`src/rtl/cpe_mem_arb.sv`:
```
// cpe_mem_arb: single-port memory arbiter and bus sequencer for the RV32I core.
//
// Shares one external memory port between the instruction-fetch (IF) path and the
// load/store (LS) path. It runs one transaction at a time:
//   IDLE -> grant a requester, register the request fields
//   BUSY -> drive the read or write strobe until mem_ack_w_i_h or watchdog expiry
//   DONE -> pulse the owner's valid (and err on watchdog abort), then back to IDLE
// Under contention the arbiter alternates between the two requesters, so neither starves.
//
// Ports:
//   clk_w_i, res_w_i_l       clock, asynchronous active-low reset
//   if_req/if_addr           fetch request and address
//   if_gnt/if_rdata/if_valid fetch grant pulse, read data, completion pulse
//   ls_req/we/addr/wdata/be  load/store request fields
//   ls_gnt/ls_rdata/ls_valid load/store grant pulse, load data, completion pulse
//   mem_addr/wdata/be        registered memory request fields
//   mem_wr/mem_rd            write/read strobes, high for the whole BUSY phase
//   mem_rdata/mem_ack        memory read data and completion
//   err_w_o_h                watchdog abort, coincident with the owner's valid
module cpe_mem_arb #(
    parameter int unsigned TIMEOUT_CYC = 16
) (
    input  logic        clk_w_i,
    input  logic        res_w_i_l,
    input  logic        if_req_w_i_h,
    input  logic [31:0] if_addr_w_i,
    output logic        if_gnt_w_o_h,
    output logic [31:0] if_rdata_w_o,
    output logic        if_valid_w_o_h,
    input  logic        ls_req_w_i_h,
    input  logic        ls_we_w_i_h,
    input  logic [31:0] ls_addr_w_i,
    input  logic [31:0] ls_wdata_w_i,
    input  logic [3:0]  ls_be_w_i,
    output logic        ls_gnt_w_o_h,
    output logic [31:0] ls_rdata_w_o,
    output logic        ls_valid_w_o_h,
    output logic [31:0] mem_addr_w_o,
    output logic [31:0] mem_wdata_w_o,
    output logic [3:0]  mem_be_w_o,
    output logic        mem_wr_w_o_h,
    output logic        mem_rd_w_o_h,
    input  logic [31:0] mem_rdata_w_i,
    input  logic        mem_ack_w_i_h,
    output logic        err_w_o_h
);

    localparam int unsigned CntW = (TIMEOUT_CYC > 1) ? $clog2(TIMEOUT_CYC + 1) : 1;
    // Counter value during the last permitted BUSY cycle (counter is 0 in the first one).
    localparam logic [CntW-1:0] WdLast = (TIMEOUT_CYC == 0) ? '0 : CntW'(TIMEOUT_CYC - 1);

    typedef enum logic [1:0] {
        StIdle,
        StBusy,
        StDone
    } state_e;

    state_e          state_q;
    logic            owner_q;      // 0 = IF, 1 = LS
    logic            last_q;       // last winner, 0 = IF, 1 = LS
    logic            we_q;
    logic [CntW-1:0] wd_cnt_q;
    logic [31:0]     mem_addr_q;
    logic [31:0]     mem_wdata_q;
    logic [3:0]      mem_be_q;
    logic            mem_rd_q;
    logic            mem_wr_q;
    logic [31:0]     if_rdata_q;
    logic [31:0]     ls_rdata_q;
    logic            if_valid_q;
    logic            ls_valid_q;
    logic            err_q;

    logic            idle;
    logic            if_win;
    logic            ls_win;
    logic            ls_store;
    logic            wd_expire;

    // LS wins a tie unless it won last time, giving round-robin under contention.
    always_comb begin
        idle      = (state_q == StIdle);
        ls_win    = ls_req_w_i_h & (~if_req_w_i_h | ~last_q);
        if_win    = if_req_w_i_h & ~ls_win;
        ls_store  = ls_win & ls_we_w_i_h;
        wd_expire = (TIMEOUT_CYC != 0) && (wd_cnt_q == WdLast);
    end

    always_ff @(posedge clk_w_i or negedge res_w_i_l) begin
        if (!res_w_i_l) begin
            state_q     <= StIdle;
            owner_q     <= 1'b0;
            last_q      <= 1'b0;
            we_q        <= 1'b0;
            wd_cnt_q    <= '0;
            mem_addr_q  <= '0;
            mem_wdata_q <= '0;
            mem_be_q    <= '0;
            mem_rd_q    <= 1'b0;
            mem_wr_q    <= 1'b0;
            if_rdata_q  <= '0;
            ls_rdata_q  <= '0;
            if_valid_q  <= 1'b0;
            ls_valid_q  <= 1'b0;
            err_q       <= 1'b0;
        end else begin
            unique case (state_q)
                StIdle: begin
                    if (if_win || ls_win) begin
                        owner_q     <= ls_win;
                        last_q      <= ls_win;
                        we_q        <= ls_store;
                        mem_addr_q  <= ls_win ? ls_addr_w_i : if_addr_w_i;
                        mem_wdata_q <= ls_win ? ls_wdata_w_i : 32'h0;
                        mem_be_q    <= ls_win ? ls_be_w_i : 4'hF;
                        mem_rd_q    <= ~ls_store;
                        mem_wr_q    <= ls_store;
                        wd_cnt_q    <= '0;
                        state_q     <= StBusy;
                    end
                end
                StBusy: begin
                    if (mem_ack_w_i_h || wd_expire) begin
                        // Ack has priority over a same-cycle watchdog expiry.
                        if (!we_q) begin
                            if (owner_q) begin
                                ls_rdata_q <= mem_ack_w_i_h ? mem_rdata_w_i : 32'h0;
                            end else begin
                                if_rdata_q <= mem_ack_w_i_h ? mem_rdata_w_i : 32'h0;
                            end
                        end
                        err_q      <= ~mem_ack_w_i_h;
                        mem_rd_q   <= 1'b0;
                        mem_wr_q   <= 1'b0;
                        if_valid_q <= ~owner_q;
                        ls_valid_q <= owner_q;
                        state_q    <= StDone;
                    end else begin
                        wd_cnt_q <= wd_cnt_q + CntW'(1);
                    end
                end
                StDone: begin
                    if_valid_q <= 1'b0;
                    ls_valid_q <= 1'b0;
                    err_q      <= 1'b0;
                    state_q    <= StIdle;
                end
                default: begin
                    state_q <= StIdle;
                end
            endcase
        end
    end

    always_comb begin
        if_gnt_w_o_h   = idle & if_win;
        ls_gnt_w_o_h   = idle & ls_win;
        if_rdata_w_o   = if_rdata_q;
        ls_rdata_w_o   = ls_rdata_q;
        if_valid_w_o_h = if_valid_q;
        ls_valid_w_o_h = ls_valid_q;
        mem_addr_w_o   = mem_addr_q;
        mem_wdata_w_o  = mem_wdata_q;
        mem_be_w_o     = mem_be_q;
        mem_rd_w_o_h   = mem_rd_q;
        mem_wr_w_o_h   = mem_wr_q;
        err_w_o_h      = err_q;
    end

endmodule

```
`config.mk`:
```
export PLATFORM = sky130hd
export DESIGN_NAME = cpe_mem_arb
export DESIGN_NICKNAME = d
export VERILOG_FILES = /design/src/rtl/cpe_mem_arb.sv
export SDC_FILE = /design/constraint.sdc
export NUM_CORES = 1
export LEC_CHECK = 0
export CAP_MARGIN = 0
export CORE_MARGIN = 2
export CORE_UTILIZATION = 46
export DETAILED_ROUTE_END_ITERATION = 6
export PLACE_DENSITY = 0.93
export SLEW_MARGIN = 0
export SYNTH_ARGS = -nofsm -noshare
export SYNTH_HDL_FRONTEND = slang
export SYNTH_SLANG_ARGS = --single-unit
export TNS_END_PERCENT = 50
```
`constraint.sdc`:
```
create_clock -name clk_w_i -period 3.7 [get_ports clk_w_i]
set_input_delay 0.555 -clock clk_w_i [delete_from_list [all_inputs] [get_ports clk_w_i]]
set_output_delay 0.555 -clock clk_w_i [all_outputs]
set_load 0.01 [all_outputs]
```
Word-level counts from Yosys, hierarchy flattened
Cells that the tools add are included.
Word-level totals
  register bits after elaboration: 146
  input port bits: 138
  output and inout port bits: 139
Cells by class
  add/sub/neg operators: 1
  equal/unequal tests: 6
  muxes and demuxes: 21
  bitwise operators: 12
  reductions and logical operators: 12
Operator list (number)
  $mux 32: 3
  $mux 5: 2
  $pmux 1 s2: 5
  $pmux 5 s2: 1
  $reduce_and 4->1: 2
  $mux 1: 6
  $not 1->1: 6
  $reduce_and 2->1: 3
  $reduce_and 3->1: 2
  $add 5x1->5 const B: 1
  $and 1x1->1: 5
  $eq 5x4->1 const B: 1
  $mux 2: 2
  $mux 4: 1
  $ne 2x2->1 const B: 2
  $pmux 2 s2: 1
  $reduce_bool 2->1: 2
  $eq 2x1->1 const B: 1
  $eq 2x2->1 const B: 1
  $logic_not 2->1: 1
  $logic_or 1x1->1: 2
  $ne 2x1->1 const B: 1
  $or 1x1->1: 1

Logic depth before layout (Yosys ltp)
Gate-level depths: netlist (run 1).
  depth after elaboration: 8
  gate-level depth with buffers: 8
  depth with buffers taken out: 6

Worst setup path after synthesis (run 1)
OpenSTA, ideal clock, no wires.
  path type: register to register
  start point: register wd_cnt_q[0]
  end point: register wd_cnt_q[3]
  data arrival time: 1.991 ns
  path slack: 1.623 ns
  stages on the path, launching flop included: 8
  period minus slack after synthesis: 2.077 ns
  path through: dfrtp_1 > ha_1 > and3_1 > ha_1 > or4b_1 > clkbuf_1 > or3_1 > o211ai_1
Between the ends
  cells in the longest elaborated chain, start to end: 4
  elaborated cells between the ends (all ways): 7
  those cells by class: 1 x add/sub; 2 x eq/ne; 2 x mux; 2 x reduce/logical
Ends and longest elaborated chain
  start, declared: line 62  | logic [CntW-1:0] wd_cnt_q;
  start signal, assigned: line 139  | wd_cnt_q <= wd_cnt_q + CntW'(1);
  parallel branches: the longest is 4 deep, another holds $add 5x1->5
Parallel ways; which one is timed is not known. The select of a mux whose other input is x is not followed.
A chain may end at the register's enable or synchronous reset.

Final worst setup path (run 1)
  start point: register state_q[0]
  end point: output port ls_gnt_w_o_h
Between the ends
  cells in the longest elaborated chain, start to end: 2
Ends and longest elaborated chain
  start, declared: line 58  | state_e state_q;
  start signal, assigned: line 91  | state_q <= StIdle;
  start signal, assigned: line 119  | state_q <= StBusy;
  start signal, assigned: line 137  | state_q <= StDone;
  $logic_not 2->1: line 82  | idle = (state_q == StIdle);
  $and 1x1->1: line 157  | ls_gnt_w_o_h = idle & ls_win;
  end, declared: line 35  | output logic ls_gnt_w_o_h,
Every way passes these cells.

==> impl_summary.md, run 1 <==
Clocking
After clock tree synthesis, the setup repair step added 0 buffers. The clock tree root buffer cell is sky130_fd_sc_hd__clkbuf_16. The clock-pin slew of the registers on the worst-case setup and hold paths is about 60 ps. The number of clock buffers added by TritonCTS is 17. The number of H-tree levels is 4. The TritonCTS clock tree is yes. The post-cts gate resize count is 0.

The number of clock sinks is about 150. The number of buffers inserted by hold repair at cts is 0. The clock latency reported for the late side of the worst-skew pair is 420 ps. The maximum clock insertion buffer count is 2.

Synth
The share of flip-flops with an asynchronous set or reset is 1.00. The post-synthesis sequential area ratio is 0.577. The average footprint of a synthesized cell is 13.8 um2. The cell area after synthesis is approximately 6300 um2. The net count after synthesis is 599. Yosys mapped a number of flops with a built-in enable equal to 0.

The cell count after synthesis is 459. sky130_fd_sc_hd__dfrtp_1 takes more of the synthesized area than any other cell. After synthesis, the cell types taking the most area are sky130_fd_sc_hd__dfrtp_1 58%, sky130_fd_sc_hd__mux2_4 14%, sky130_fd_sc_hd__mux2i_1 5.5%. Of the post-synthesis cell area, the dominant cell type holds 0.577.

In this run, synthesis produced a sequential element count of ~150. The top flip-flop cell by instance count after synthesis is sky130_fd_sc_hd__dfrtp_1. The yosys synthesis warning count is 0. The distinct cell type count of the synthesized netlist is 38.

Global routing
For this run, global-route usage on met3 was measured as 0.0752. The met2 demand-to-capacity share in global routing is 0.417. In this run the most used layer during global routing was met2. The first global-routing pass estimated 27.8 mm of wire. Entering global routing, the biggest net connects 90 pins.

The number of antenna violations at the first check in global routing is 0. The total global routing overflow is 0. The global routing usage on met1 is 0.299. Across every metal layer, demand over resource in global routing totals 0.247. The number of global-route vias before repair is 5,133.

Cells and area
The library cell used most frequently in the layout, excluding fill and tap cells, is sky130_fd_sc_hd__clkdlybuf4s50_1. For this run, the post-layout net count is 867. The finished cells cover slightly below 10,000 um2. The top cell types in the final layout, fill and taps aside, are 275 x sky130_fd_sc_hd__clkdlybuf4s50_1, 146 x sky130_fd_sc_hd__dfrtp_1, 66 x sky130_fd_sc_hd__o21ai_0. From synthesis to final layout, the design area changed by 54.0%.

The final antenna diode count is 0. In the final layout, the share of cells above drive strength 1 is 0.141.

Detailed routing
The detailed router finished its first iteration with about 280 violations. The remaining routing DRC violations is 0. The antenna violation net count after detailed routing is 0.

After detailed routing, the average wire length per cell comes to between 15 and 20 um. The first detailed-routing pass took 6 iterations. Wires add up to 17.9 mm. Using the TritonRoute via totals, the vias-per-cell ratio works out to about 5.3. The routed layout has 4,833 vias.

Placement
The placed instances occupy a cell area of 9160 um2. The congestion estimate from routability-driven global placement came to 0.789. The wire-length estimate of the detail-placed layout is 12.5 mm. The placement-stage worst setup slack is roughly 900 ps.

The count of buffers added on input and output ports is 276.

Floorplanning
The floorplan step set the die height to ~120 um. The core outline area is 13,300 um2. The initial standard-cell utilization of the core is 0.474.

The area enclosed by the die boundary is 14,700 um2. The initialized floorplan defines 42 standard-cell rows. The top-level port count is 277.

From left edge to right edge, the die measures 121 um.

STA
The final count of hold timing violations is 0. The number of slew-limit violations in the final report is 0. The fmax is between 300 and 400 MHz. Counting I/O delays and the setup requirement, the final critical path takes about 2900 ps.

After routing, the total negative slack on setup checks comes to 0 ps. Setup repair after global routing left no endpoint under its margin. The worst-case hold slack is 209 ps. For the final database, setup skew stands at 11.1 ps. At the pin with the least slew margin, the transition time is between 1000 and 1500 ps. The remaining max-slew budget at the tightest pin is 0.286.

The count of final setup violators is 0. Setup slack closes at 797 ps. Of the available clock period, the critical path in the final layout requires 0.785.

Power and ir drop
The post-route total power is 8090 uW. The static leakage power is 0.00441 uW. The worst voltage drop across the vdd grid is 423 uV. The power density over the cells is roughly 830 nW/um2.

Flow run
Max-cap violations in this run came to 0.

Critical path
The worst setup path is launched from a flip-flop. On the critical path, the stage with the largest delay is an instance of sky130_fd_sc_hd__clkdlybuf4s50_1. The critical path is of the flip-flop to primary output type.

The depth of the worst register-to-register path is 6. On the worst path, the slowest cell contributes a delay of 550 ps. The slack of the worst reg-to-reg path is 1310 ps. The data arrival time of the critical path is ~2400 ps. STA classifies the critical path endpoint as a primary output. The critical path required time is approximately 3100 ps. The kind of cell with the highest combined delay along the critical path is simple AND/OR/NAND/NOR gates.

The worst register-to-register path begins at wd_cnt_q[0]. The maximum fanout along the worst path is 7. Counting both buffers and inverters, the worst setup path holds a total of 2. The signal on the critical path passes through nor2_1 -> nand2_1 -> clkinv_1 -> clkdlybuf4s50_1. The worst flop-to-flop path endpoint is ls_rdata_w_o[31].

Status
The flow ran to the end, and the final reports show no timing, DRC or antenna violations.

Hold path
The classification of the worst-slack hold path is input pin to async pin.
==> synth_stat cells (all sizes together), types with 2 or more instances <==
| cell | instances |
|---|---|
| o21ai | 68 |
| nand2b | 4 |
| mux2i | 35 |
| inv | 6 |
| nand2 | 5 |
| dfrtp | 146 |
| mux2 | 64 |
| buf | 14 |
| or4 | 2 |
| o22a | 4 |
| a22o | 33 |
| ha | 2 |
| nor2 | 6 |
| clkbuf | 19 |
| and2 | 32 |
| o22ai | 3 |
==> kinds of logic after synthesis <==
kind of cell    Yosys count  share of synthesized area
compound gates          117                      0.119
fa+ha+maj                 2                    0.00395
buf+inv                  40                     0.0425
flops                   146                      0.577
mux                      99                      0.205
simple gates             55                     0.0532
==> sequential cells by signal, indices dropped and copies added, names as in the netlist, 2 cells and up <==
register,flops
if_rdata_w_o,32
ls_rdata_w_o,32
mem_addr_w_o,32
mem_wdata_w_o,32
wd_cnt_q,5
mem_be_w_o,4
state_q,2
==> per-stage QoR <==
stage	std cells	util
final	915	0.731
after global routing	915	0.731
after CTS	915	0.731
after detailed placement	884	0.686
after global placement	884	0.686
after floorplan	459	-
==> report_power, final <==
group	leakage [uW]	internal [uW]	switching [uW]
registers	0.00186	2330	488
logic	0.00225	2110	1430
clock network	0.000295	1080	653
==> final cells by class <==
cell class	count	area (um2)
flip-flops and latches	146	3650
multi-input cells	273	2430
clock inverters	8	100
repair buffers	282	2820
inverters	7	26.3
clock buffers	23	498
well taps	176	220
fillers	853	3590
==> worst max-delay path by stage <==
stage,startpoint,endpoint,depth (start not counted)
floorplan,wd_cnt_q[0],wd_cnt_q[3],7
global placement,ls_req_w_i_h,ls_gnt_w_o_h,5
detailed placement,ls_req_w_i_h,ls_gnt_w_o_h,5
CTS,state_q[0],ls_gnt_w_o_h,4
global route,state_q[0],ls_gnt_w_o_h,4
finish,state_q[0],ls_gnt_w_o_h,4
==> worst reg2reg max path, delay by kind of cell, from the launching register on <==
| family | cells | cell delay (ps) |
|---|---|---|
| fa+ha+maj | 2 | 440 |
| flops | 1 | 400 |
| mux | 1 | 410 |
| simple gates | 3 | 1010 |
==> layer usage <==
layer / up-vias / wire length [um]
met1: 2398 / 7220
met2: 228 / 9000
met5: - / 0
li1: 2180 / -
met4: 0 / 350
met3: 27 / 1350
(Power assumes the default switching activity.)
==> inputs of run 2 (changes only) <==
--- a/config.mk
+++ b/config.mk
@@ -7,9 +7,9 @@
 export LEC_CHECK = 0
 export CAP_MARGIN = 0
 export CORE_MARGIN = 2
-export CORE_UTILIZATION = 46
+export CORE_UTILIZATION = 38
 export DETAILED_ROUTE_END_ITERATION = 6
-export PLACE_DENSITY = 0.93
+export PLACE_DENSITY = 0.82
 export SLEW_MARGIN = 0
 export SYNTH_ARGS = -nofsm -noshare
 export SYNTH_HDL_FRONTEND = slang
==> constraint.sdc (replaced) <==
create_clock -name clk_w_i -period 2.35 [get_ports clk_w_i]
set_input_delay 0.3525 -clock clk_w_i [delete_from_list [all_inputs] [get_ports clk_w_i]]
set_output_delay 0.3525 -clock clk_w_i [all_outputs]
set_load 0.01 [all_outputs]
==> run 2 against run 1 <==
  * Critical path depth grew 4
  * Setup slack lost 690 ps
  * Wire length shrank 4.4%
  * Critical path type is now flip-flop to flip-flop
  * Utilization fell by 12 points
  * Cell area increased by 3.1%
  * Clock skew decreased by 3.0 ps
  * Cell count up 6.7%
  * Register-to-register slack worse by 1200 ps
==> impl_summary.md, run 2 (synthesis results as in run 1) <==
Status
The flow ran to the end, and the final reports show no timing, DRC or antenna violations.

Cells and area
The library cells used most frequently in the layout, excluding fill and tap cells, are 275 x sky130_fd_sc_hd__clkdlybuf4s50_1, 145 x sky130_fd_sc_hd__dfrtp_1, 66 x sky130_fd_sc_hd__o21ai_0. The area growth from synthesis to final layout is 58.8%. The net count reported at finish was 883 (+1.8%). The fraction of layout cells with a size suffix above 1 is 0.160 (+0.0193).

The final antenna diode count was 0 (unchanged). The most common library cell in the layout ignoring fill and taps is sky130_fd_sc_hd__clkdlybuf4s50_1. The finished layout cell area came to 10,100 um2 (+3.1%).

Critical path
The maximum fanout along the worst path was 23 (+16). The critical path required time came to 2630 ps (-510 ps). The capturing element type of the critical path is a flip-flop. The depth of the worst register-to-register path was 8 (+2). The most critical setup path has its startpoint at wd_cnt_q[0]. The critical path startpoint category is a flip-flop. The data arrival time of the critical path is 2520 ps (+170 ps). The slack of the worst reg-to-reg path is 110 ps (-1200 ps). The worst flop-to-flop path endpoint is ls_rdata_w_o[31]. The startpoint identified for the worst register-to-register timing path is wd_cnt_q[0]. The critical path is of the flip-flop to flip-flop type. In this run the worst setup path terminates at ls_rdata_w_o[31].

STA
For the finished layout, the period the worst path requires is 2240 ps. The number of slew-limit violations in the final report is 0 (unchanged). The worst clock skew is 8.07 ps (-3.01 ps). The post-route setup TNS is 0 ps (unchanged). Setup repair after global routing left no endpoint under its margin. Based on the critical path, the design can be clocked at up to approximately 450 MHz.

The count of final setup violators is 0 (unchanged). The worst path setup slack after routing is 111 ps (-686 ps). The final count of hold timing violations came to 0 (unchanged).

The pin slew with the least headroom to its limit is 549 ps (-523 ps). The remaining max-slew budget at the tightest pin is 0.634 (+0.348). The worst-case hold slack is 481 ps (+271 ps). Of the available clock period, the critical path in the final layout requires 0.953.

Placement
The count of input and output buffers is 276 (unchanged). The post-detailed-placement half-perimeter wirelength was 12.3 mm (-0.93%). The placement-stage worst setup slack is 98.0 ps (-799 ps). The total placed instance area is 9390 um2 (+2.5%).

The final estimated routing congestion in global placement is 0.742 (-6.0%).

Detailed routing
The overall routed net length is 17.1 mm (-4.4%). The detailed router's first-iteration violation count is 171 (-39%). The average wire per standard cell is 17.6 um (-10%). The count of vias placed by the detailed router is 4,781 (-1.1%). The length of the first detailed-routing pass in iterations is 4 (-2). The antenna violation net count after detailed routing is 0 (unchanged).

The remaining routing DRC violations is 0 (unchanged). The average vias per placed instance is 4.90 (-7.3%).

Clocking
The clock latency reported for the late side of the worst-skew pair is 410 ps (about the same). The post-CTS repair timing setup buffer count came to 0 (unchanged). The maximum clock insertion buffer count is 2 (unchanged).

The clock tree root buffer cell is sky130_fd_sc_hd__clkbuf_16. The number of clock sinks is 146 (unchanged). The clock-pin slew of the registers on the worst-case setup and hold paths is 60 ps (about the same). The number of H-tree levels is 4 (unchanged). The clock buffer count from CTS is 17 (unchanged). TritonCTS built the clock tree.

Power and ir drop
The worst voltage drop across the vdd grid came to 741 uV (+75%). The power density over the cells came to 1300 nW/um2 (+56%). The post-route total power was 13,000 uW (+61%). The static leakage power is 0.00453 uW (+2.7%).

Floorplanning
The initial standard-cell utilization of the core came to 0.386 (-0.0885). The die width is 133 um (+9.7%). The floorplan die height is 133 um (+9.7%).

The area enclosed by the die boundary is 17,700 um2 (+20%). The core outline area is 16,400 um2 (+23%). The top-level port count came to 277 (unchanged). The number of standard-cell rows in the floorplan is 47 (+12%).

Global routing
The maximum number of pins on one net before global-route repair was 68 (-24%). The number of antenna violations at the first check in global routing is 0 (unchanged). The global-route wire length before repair came to 27.4 mm (-1.4%).

The total global routing overflow is 0 (unchanged). The number of global-route vias before repair came to 5,130 (-0.058%). The overall routing resource usage is 0.197 (-0.0501).

Hold path
In this run the worst hold path is classified as input pin to async pin.

Flow run
The max-cap check violation count is 0 (unchanged).
==> run 2: changes by cell type in the layout (fill, tap and decap cells not counted), sizes merged <==
cell,before,now
clkinvlp,1,2
buf,7,22
inv,7,12
clkbuf,23,19
bufinv,2,5
clkinv,5,1
dlygate4sd3,0,1
==> run 2: per-layer routing <==
metal / global-route usage / wire, um / vias to the layer above
li1: - / - / 2222
met1: 0.249 / 7360 / 2342
met2: 0.330 / 8290 / 202
met3: 0.0586 / 1260 / 15
met4: 0.0573 / 221 / 0
met5: 0 / 0 / -
==> run 2: power breakdown <==
group          internal [uW]  switching (uW)  leakage, uW
registers               3670             716      0.00186
logic                   3440            2210      0.00236
clock network           1910            1100     0.000312
total                   9020            4030      0.00453
==> run 2: how the worst min path moves through the flow <==
| stage | startpoint | endpoint | slack, ps | cells past startpoint |
|---|---|---|---|---|
| 3_5_place_dp | res_w_i_l | ls_rdata_w_o[17] | 360 | 1 |
| 4_1_cts | res_w_i_l | ls_rdata_w_o[17] | 490 | 2 |
| 3_3_place_gp | res_w_i_l | ls_rdata_w_o[17] | 350 | 1 |
| 2_1_floorplan | res_w_i_l | err_w_o_h | 60 | 0 |
| 6_report | res_w_i_l | ls_rdata_w_o[22] | 480 | 2 |
| 5_1_grt | mem_be_w_o[0] | mem_be_w_o[0] | 510 | 1 |
==> run 2: final cells by class <==
cell class                 instances  area (um2)
clock inverter                    13         220
tap                              220         275
inverter                           7        26.3
fill                            1260        6350
multi-input combinational        273        2440
sequential                       146        3650
clock buffer                      19         433
timing repair buffer             298        3010
==> run 2: repair_timing <==
item | 4_1_cts | 5_1_grt
endpoints found under the hold margin | 57 | 0
hold buffers | 1 | 0
resized for setup | 0 | 2
endpoints found under the setup margin | 0 | 2
==> run 2: critical path, cell delays in order (launching register included) <==
cell	delay, ps
sky130_fd_sc_hd__dfrtp_1	380
sky130_fd_sc_hd__ha_1	180
sky130_fd_sc_hd__and3_1	170
sky130_fd_sc_hd__ha_1	190
sky130_fd_sc_hd__nor2_1	50
sky130_fd_sc_hd__buf_4	140
sky130_fd_sc_hd__or4_4	450
sky130_fd_sc_hd__buf_12	200
sky130_fd_sc_hd__mux2_1	340
==> run 2: through the flow <==
step	util	cells
after detailed placement	0.572	943
after global routing	0.613	976
final	0.613	976
after global placement	0.572	943
after CTS	0.613	976
after floorplan	-	459
